**src/rtl/sample_pwm_dac.sv**
```systemverilog
// sample_pwm_dac: 8-bit, 256-cycle-frame PWM audio DAC.
// Requests one sample per frame from the upstream sound path, buffers it in
// a one-deep pending slot, and swaps it into the active duty only at the
// frame boundary so the duty never changes mid-frame.
module sample_pwm_dac #(
    parameter bit SAT = 1'b1  // 1: clamp samples above 255; 0: use sample[8:1]
) (
    input  logic       clk,
    input  logic       n_rst,       // synchronous, active-high
    input  logic       en,
    input  logic [8:0] sample,
    input  logic       ready,
    input  logic       ovr_clr,
    output logic       sample_now,
    output logic       pwm_o,
    output logic       overrun
);

    logic [7:0] cnt_q,        cnt_d;
    logic [7:0] active_q,     active_d;
    logic [7:0] pend_q,       pend_d;
    logic       pend_valid_q, pend_valid_d;
    logic       sample_now_q, sample_now_d;
    logic       pwm_q,        pwm_d;
    logic       overrun_q,    overrun_d;

    logic [7:0] duty_conv;
    logic       boundary;

    // Map the 9-bit sample onto the 8-bit duty range.
    always_comb begin
        if (SAT) begin
            duty_conv = sample[8] ? 8'hFF : sample[7:0];
        end else begin
            duty_conv = sample[8:1];
        end
    end

    // Last cycle of a frame: the only point where the active duty may change.
    assign boundary = en && (cnt_q == 8'd255);

    // Next-state logic for the counter, sample buffer, flags and PWM output.
    always_comb begin
        // NOTE: every signal gets a default first so no path leaves it
        // unassigned; otherwise synthesis infers a latch.
        cnt_d        = en ? cnt_q + 8'd1 : 8'd0;
        active_d     = active_q;
        pend_d       = pend_q;
        pend_valid_d = pend_valid_q;
        sample_now_d = boundary;
        pwm_d        = en && (cnt_q < active_q);
        overrun_d    = overrun_q;

        // Frame boundary consumes the pending sample; a sample arriving in
        // the same cycle refills the slot below without counting as overrun.
        if (boundary && pend_valid_q) begin
            active_d     = pend_q;
            pend_valid_d = 1'b0;
        end

        if (ready) begin
            pend_d       = duty_conv;
            pend_valid_d = 1'b1;
        end

        // Set wins over clear so a simultaneous overrun is never lost.
        if (ovr_clr) begin
            overrun_d = 1'b0;
        end
        if (ready && pend_valid_q && !boundary) begin
            overrun_d = 1'b1;
        end
    end

    // State registers with synchronous reset that overrides all inputs.
    always_ff @(posedge clk) begin
        // NOTE: non-blocking assignments so every register samples the
        // pre-edge values; blocking here would create order-dependent races.
        if (n_rst) begin
            cnt_q        <= 8'd0;
            active_q     <= 8'd0;
            pend_q       <= 8'd0;
            pend_valid_q <= 1'b0;
            sample_now_q <= 1'b0;
            pwm_q        <= 1'b0;
            overrun_q    <= 1'b0;
        end else begin
            cnt_q        <= cnt_d;
            active_q     <= active_d;
            pend_q       <= pend_d;
            pend_valid_q <= pend_valid_d;
            sample_now_q <= sample_now_d;
            pwm_q        <= pwm_d;
            overrun_q    <= overrun_d;
        end
    end

    assign sample_now = sample_now_q;
    assign pwm_o      = pwm_q;
    assign overrun    = overrun_q;

endmodule

```
**config.mk**
```make
export PLATFORM = sky130hd
export DESIGN_NAME = sample_pwm_dac
export DESIGN_NICKNAME = d
export VERILOG_FILES = /design/src/rtl/sample_pwm_dac.sv
export SDC_FILE = /design/constraint.sdc
export NUM_CORES = 1
export LEC_CHECK = 0
export CORE_ASPECT_RATIO = 1.5
export CORE_MARGIN = 5
export CORE_UTILIZATION = 45
export DETAILED_ROUTE_END_ITERATION = 7
export PLACE_DENSITY = 0.73
export SYNTH_ARGS = -nofsm -noshare
export SYNTH_HDL_FRONTEND = slang
export SYNTH_SLANG_ARGS = --single-unit
```
**constraint.sdc**
```tcl
create_clock -name clk -period 4.4 [get_ports clk]
set_clock_uncertainty 0.2 [all_clocks]
set_input_delay 0.88 -clock clk [delete_from_list [all_inputs] [get_ports clk]]
set_output_delay 0.88 -clock clk [all_outputs]
set_load 0.02 [all_outputs]
```
* Yosys cells after proc, flatten, opt, wreduce, memory -nomap -nowiden
Index checks and enable logic that the tools add are counted.
** Cells by class
- Add/subtract/negate cells :: 1
- $lt $le $gt $ge :: 1
- Eq/ne operators :: 1
- Muxes and demuxes :: 5
- Bitwise operators :: 1
- Reduce and logical (&&, ||, !) cells :: 9
** Operators with widths (number)
- adder 8 x 1 -> 8 bit, second input constant :: 1
- equality test 8 bit, second input constant :: 1
- < comparator 8 bit :: 1
- 2-to-1 mux 8 bit :: 1
- logical AND 1 bit :: 5
- 2-to-1 mux 1 bit :: 4
- nonzero test 2 bit :: 2
- OR reduction 2 bit :: 1
- zero test 1 bit :: 1
- NOT 1 bit :: 1
** Storage, ports and cells
- Flip-flop bits (word level) :: 28
- Logic and storage cells :: 25

* Depth between registers and ports, before layout
Gate-level depths: netlist of run 1.
- Word-level depth :: 5
- Depth in mapped cells :: 5
- Depth with buffers taken out :: 5

* Worst setup path after synthesis of run 1
No wires, ideal clock.
- Path kind :: input-to-reg
- From :: input port ready
- To :: register pend_q[0]
- Library setup time :: 0.128 ns
- Arrival :: 1.525 ns
- Data required time :: 4.072 ns
- Path slack :: 2.548 ns
- Cell stages on the path :: 5
- Buffers on the path :: 2
- Path through :: clkbuf_1 > nand2b_1 > clkbuf_1 > o22ai_1 > nor2_1
** RTL lines
- start, declared :: RTL line 12 : input logic ready,
- end signal, assigned :: RTL line 90 : pend_q <= pend_d;
- end, declared :: RTL line 21 : logic [7:0] pend_q, pend_d;

* Worst setup path in the final report of run 1
- From :: input port en
- To :: register active_q[1]
** Between the ends
- Cells in the longest elaborated chain, start to end :: 2
** RTL lines
- start, declared :: RTL line 10 : input logic en,
- logical AND 1 bit :: RTL line 40 : assign boundary = en && (cnt_q == 8'd255);
- logical AND 1 bit :: RTL line 56 : if (boundary && pend_valid_q) begin
- end signal, assigned :: RTL line 89 : active_q <= active_d;
- end, declared :: RTL line 20 : logic [7:0] active_q, active_d;
Every way passes these cells.
A chain may end at the register's enable or synchronous reset.

==> out/qor.yml, run 1 <==
die:
  die_area_sq_um: 3900
  core-area_sq_um: 2650
  rows: 23
  start_util: 0.465
  die_h_microns: 74.0
  io_pins: 17
  die_w_microns: 52.7
global_route:
  track_usage: 0.139
  grt_max_degree: 23
  antenna_found_initial: 0
  grt_pass1_vias: 1019
  grt-ovfl-total: 0
  grt_first_pass_wirelength_microns: 4080
setup_path:
  critPathLaunchType: "input port"
  critPathRequiredTime_ns: 4.33
  end_kind: "flip-flop"
  crit_fanout: 10
  worstSetupPathType: "input port to flip-flop"
  worst_ep_arrival_time_ns: 2.25
sta:
  post-route-min-period_ns: 2.32
  slew_headroom: 0.500
  fin_crit_sh: 0.526
  rsz0062_at_grt: "false"
  slew_viol_final: 0
  hold_viol: 0
  fmax_mhz: 432
  setup_tns_ns: 0
  tightestPinTransition_ns: 0.748
  setup_viol: 0
routing:
  drt_iter0_drc: 18
  wl_per_cell_microns: 12.9
  vias: 1036
  drc: 0
  ant_nets: 0
  routed_via_density: 5.51
  dr.pass1.iters: 4
  drt_wl_total_microns: 2420
cts:
  cts.repair.resized: 0
  clkSinkCount: 28
  cts_buffer_depth: 2
  path_clk_slew_ns: 0.09
  htreeDepth: 1
  post-cts-setup-buffers: 0
  clk_latency_ns: 0.27
  ctsHoldBuffers: 0
  cts_tree: "built"
  cts_root_buf: "clkbuf_8"
  cts_buffers: 3
layout:
  layout-drive-gt1-share: 0.0464
  n_antenna_cell: 0
  areaGrowthSynthToFinish_pct: 18.7
  num-nets-final: 174
  final_area_sq_um: 1460
logic_synthesis:
  ys_seq_area_frac: 0.456
  synth_warnings: 0
  synth_edf_count: 0
  synthCells: 139
  ys.flop_type: "dfxtp_1"
  avgSynthCellArea_sq_um: 8.85
  synth_fp_nets: 161
  synth-async-reset-ratio: 0
  ys_seq_elements: 28
  syn_area_sq_um: 1230
  ys_types: 27
job:
  max-cap-violations: 0
pwr:
  p_clk_frac: 0.344
  power.leakage_nw: 0.489
  power.net_switching_w: 0.0000976
  p_seq_frac: 0.584
  vdd_drop_max_v: 0.000204
  swShare: 0.214
  power_frac_comb: 0.072
  internal_power_w: 0.000359
  cellPowerDensity_nw_per_um2: 313
worst_hold_path:
  min_path_type: "flip-flop to flip-flop"
placement:
  port_buffers: 16
  dpl-instance-area_sq_um: 1410
  gp_congestion: 0.897
  dp_hpwl_microns: 1890
outcome:
  outcome: "finished clean"
## power groups by stage
stage / clock network, W / registers, W / logic [W]
final: 0.000157 / 0.000267 / 0.0000327
after global routing: 0.000172 / 0.000268 / 0.0000360
after CTS: 0.000158 / 0.000267 / 0.0000332
after detailed placement: 0 / 0.000273 / 0.0000331
after global placement: 0 / 0.000272 / 0.0000320
after floorplan: 0 / 0.000271 / 0.0000180
## final timing paths
| kind | slack, ns | cells past startpoint | end | from |
|---|---|---|---|---|
| worst min-delay path | 0.26 | 2 | overrun | overrun |
| worst max register to register | 2.55 | 4 | active_q[1] | cnt_q[0] |
| worst max-delay path | 2.08 | 4 | active_q[1] | en |
| worst min register to register | 0.26 | 2 | overrun | overrun |
## per-stage QoR
stage          utilization  hold slack [ns]  worst slack [ns]  total power [W]  cells
4_1_cts              0.552            0.267              2.06         0.000458    188
3_5_place_dp         0.531            0.249              1.79         0.000306    184
6_report             0.552            0.262              2.08         0.000457    188
5_1_grt              0.552            0.296              1.95         0.000476    188
3_3_place_gp         0.531            0.233              1.81         0.000304    184
2_1_floorplan            -            0.237              2.55         0.000289    139
## critical path, stage by stage
cell             delay, ns
clkdlybuf4s50_1       0.54
nand4_1               0.36
o31ai_1               0.36
a21oi_1               0.11
## layout by cell type (no fill, tap or decap)
master / instances
and2_1: 1
nand3_1: 2
dfxtp_1: 28
nor3_1: 3
ha_1: 8
xnor2_1: 1
clkdlybuf4s50_1: 16
o22ai_1: 8
or3_1: 1
and4_2: 1
a2111o_1: 1
a21oi_1: 15
o21ai_0: 3
nor2b_1: 1
inv_1: 10
xor2_1: 2
o211ai_1: 2
and4_1: 1
nand2_1: 4
nand4_1: 10
or3_2: 1
nor2_1: 13
or4_1: 1
nand3_2: 1
o31ai_1: 10
nand2b_1: 3
clkbuf_8: 4
## cells in the mapped netlist, drive strengths merged (3+ instances only)
cell    instances  area share
a21oi          15       0.061
clkbuf          7       0.021
dfxtp          28        0.46
ha              8       0.081
inv            10       0.031
nand2           4       0.012
nand2b          3       0.015
nand3           3       0.016
nand4          10       0.051
nor2           13       0.040
nor3            3       0.012
o21ai           3       0.012
o22ai           8       0.041
o31ai          10       0.061
## kinds of logic (layout without fill, tap and decap cells)
group,after synthesis,after routing,share of synthesized area
buf+inv,18,30,0.0560
simple gates,43,43,0.189
flops,28,28,0.456
compound gates,39,39,0.196
xor+xnor,3,3,0.0214
fa+ha+maj,8,8,0.0814
## layer usage
metal	global-route usage	up-vias	wire length [microns]
met5	0	-	0
met4	0.0909	0	96
met3	0.0301	8	70
met2	0.257	17	1260
met1	0.133	483	1000
li1	-	528	-
## flip-flops by register name, summed over array words and instances, names as in the netlist
name	flops
sample_now	1
cnt_q	8
pwm_o	1
pend_q	8
overrun	1
active_q	8
pend_valid_q	1
## final cells by class
class | instances | area, sq um
Sequential cell | 28 | 561
Multi-Input combinational cell | 93 | 601
Fill cell | 269 | 1190
Inverter | 10 | 37.5
Timing Repair Buffer | 16 | 160
Clock buffer | 4 | 55.1
Tap cell | 37 | 46.3
Note: power is estimated with default switching activity, not from simulation.
==> run 2, diff against run 1 <==
- clock period: 4.4 -> 2.3 ns (I/O delays scaled with it)
==> run 2 against run 1 <==
Hold slack better by 0.014 ns. Via count shrank 3.1%. Non-clock buffer count up 1. Worst setup slack lost 1.7 ns. Clock power rose by 150%. Final area increased by 1.6%. Clock-buffer cell count shrank 1. Combinational power rose by 98%. Sequential share of layout area shrank 0.61 points. Critical path type is now flip-flop to output port. Die area did not move. First-iteration DRC count is 50% higher. Critical path depth decreased by 3.
==> out/qor.yml, run 2 (synthesis gave the netlist of run 1 again) <==
die:
  die_area_sq_um: 3900  # unchanged
  die_h_microns: 74.0  # unchanged
  io_pins: 17  # unchanged
  die_w_microns: 52.7  # unchanged
  start_util: 0.465  # unchanged
  core-area_sq_um: 2650  # unchanged
  rows: 23  # unchanged
global_route:
  track_usage: 0.146  # was 0.139
  grt-ovfl-total: 0  # unchanged
  grt_max_degree: 21  # was 23
  grt_first_pass_wirelength_microns: 4200  # was 4080 microns
  grt_pass1_vias: 997  # was 1019
  antenna_found_initial: 0  # unchanged
layout:
  areaGrowthSynthToFinish_pct: 20.7  # was 18.7%
  multiInputGateArea_sq_um: 601  # unchanged
  register_area_sq_um: 561  # unchanged
  n_antenna_cell: 0  # unchanged
  layout-drive-gt1-share: 0.0526  # was 0.0464
  layout_commonest_cell: "dfxtp_1"  # unchanged
  fillers: 245  # was 269
  num-nets-final: 175  # was 174
  final_cell_mix: "dfxtp_1, clkdlybuf4s50_1, a21oi_1"  # unchanged
  top_regs: "active_q: 8 flops, cnt_q: 8 flops, pend_q: 8 flops"  # unchanged
setup_path:
  worstSetupPathType: "flip-flop to output port"  # was input port to flip-flop
  crit_family: "buffers and inverters"  # unchanged
  critPathRequiredTime_ns: 1.64  # was 4.33 ns
  crit_buf_inv: 1  # unchanged
  critPathLaunchType: "flip-flop"  # was input port
  cp_slowest_cell: "clkdlybuf4s50_1"  # unchanged
  crit_fanout: 2  # was 10
  worst_ep_arrival_time_ns: 1.25  # was 2.25 ns
  crit_path_cell_trace: "clkdlybuf4s50_1"  # was clkdlybuf4s50_1, nand4_1, o31ai_1, a21oi_1
  end_kind: "output port"  # was flip-flop
  critPathMaxStageDelay_ns: 0.62  # was 0.54 ns
pwr:
  internal_power_w: 0.000768  # was 0.000359 W
  power_frac_comb: 0.067  # was 0.072
  total_power_w: 0.000964  # was 0.000457 W
  p_clk_frac: 0.404  # was 0.344
  power.net_switching_w: 0.000196  # was 0.0000976 W
  swShare: 0.203  # was 0.214
  p_seq_frac: 0.529  # was 0.584
  power.leakage_nw: 0.501  # was 0.489 nW
  cellPowerDensity_nw_per_um2: 650  # was 313 nW/um^2
  vdd_drop_max_v: 0.000449  # was 0.000204 V
sta:
  slew_viol_final: 0  # unchanged
  hold_viol: 0  # unchanged
  fin_crit_sh: 0.830
  tightestPinTransition_ns: 0.457  # was 0.748 ns
  rsz0062_at_grt: "false"  # unchanged
  setup_tns_ns: 0  # unchanged
  slew_headroom: 0.694  # was 0.500
  post-route-min-period_ns: 1.91
  setup_viol: 0  # unchanged
  fmax_mhz: 524
cts:
  cts_buffer_depth: 2  # unchanged
  cts.repair.resized: 0  # unchanged
  ctsHoldBuffers: 0  # unchanged
  post-cts-setup-buffers: 0  # unchanged
  htreeDepth: 1  # unchanged
  cts_tree: "built"  # unchanged
  clk_latency_ns: 0.28  # was 0.27 ns
  clkSinkCount: 28  # unchanged
  path_clk_slew_ns: 0.10  # was 0.09 ns
  cts_buffers: 3  # unchanged
  cts_root_buf: "clkbuf_8"  # unchanged
routing:
  routed_via_density: 5.31  # was 5.51
  vias: 1004  # was 1036
  routed.top_layer: "met4"  # unchanged
  dr.pass1.iters: 4  # unchanged
  drc: 0  # unchanged
  ant_nets: 0  # unchanged
  drt_iter0_drc: 27  # was 18
  wl_met3_microns: 66  # was 70 microns
  wl_met2_microns: 1330  # was 1260 microns
  drt_wl_total_microns: 2460  # was 2420 microns
  routedLengthMet1_microns: 993  # was 1000 microns
  wl_per_cell_microns: 13.0  # was 12.9 microns
job:
  max-cap-violations: 0  # unchanged
outcome:
  outcome: "finished clean"  # unchanged
placement:
  port_buffers: 16  # unchanged
  dp_hpwl_microns: 1900  # was 1890 microns
  gp_congestion: 0.826  # was 0.897
worst_hold_path:
  min_path_type: "flip-flop to flip-flop"  # unchanged
run 2: worst paths after layout:
kind / from / end / slack, ns / cells after the start
min: overrun / overrun / 0.28 / 2
max reg2reg: cnt_q[0] / pend_valid_q / 0.47 / 4
max: overrun / overrun / 0.39 / 1
min reg2reg: overrun / overrun / 0.28 / 2
run 2: power groups by stage:
| stage | logic (W) | registers, W | clock network (W) |
|---|---|---|---|
| finish | 0.0000646 | 0.000510 | 0.000389 |
| global route | 0.0000713 | 0.000514 | 0.000420 |
| CTS | 0.0000650 | 0.000510 | 0.000395 |
| detailed placement | 0.0000646 | 0.000522 | 0 |
| global placement | 0.0000623 | 0.000521 | 0 |
| floorplan | 0.0000345 | 0.000518 | 0 |
run 2: area by class of cell:
| class | instances | share of cell area |
|---|---|---|
| timing repair buffer | 17 | 0.113 |
| multi-input combinational | 93 | 0.405 |
| clock inverter | 1 | 0.0202 |
| inverter | 10 | 0.0253 |
| tap | 37 | 0.0312 |
| sequential | 28 | 0.378 |
| clock buffer | 3 | 0.0278 |
run 2: stage by stage:
step / instance area (sq um) / worst slack, ns / utilization / instances / hold WS (ns)
2_1_floorplan: 1230 / 0.758 / - / 139 / 0.237
3_3_place_gp: 1410 / 0.239 / 0.534 / 185 / 0.234
3_5_place_dp: 1410 / 0.207 / 0.534 / 185 / 0.254
4_1_cts: 1480 / 0.387 / 0.560 / 189 / 0.271
5_1_grt: 1480 / 0.319 / 0.560 / 189 / 0.294
6_report: 1480 / 0.391 / 0.560 / 189 / 0.276
run 2: layer usage:
metal / up-vias / track usage
li1: 532 / -
met1: 449 / 0.151
met2: 16 / 0.268
met3: 7 / 0.0240
met4: 0 / 0.0852
met5: - / 0
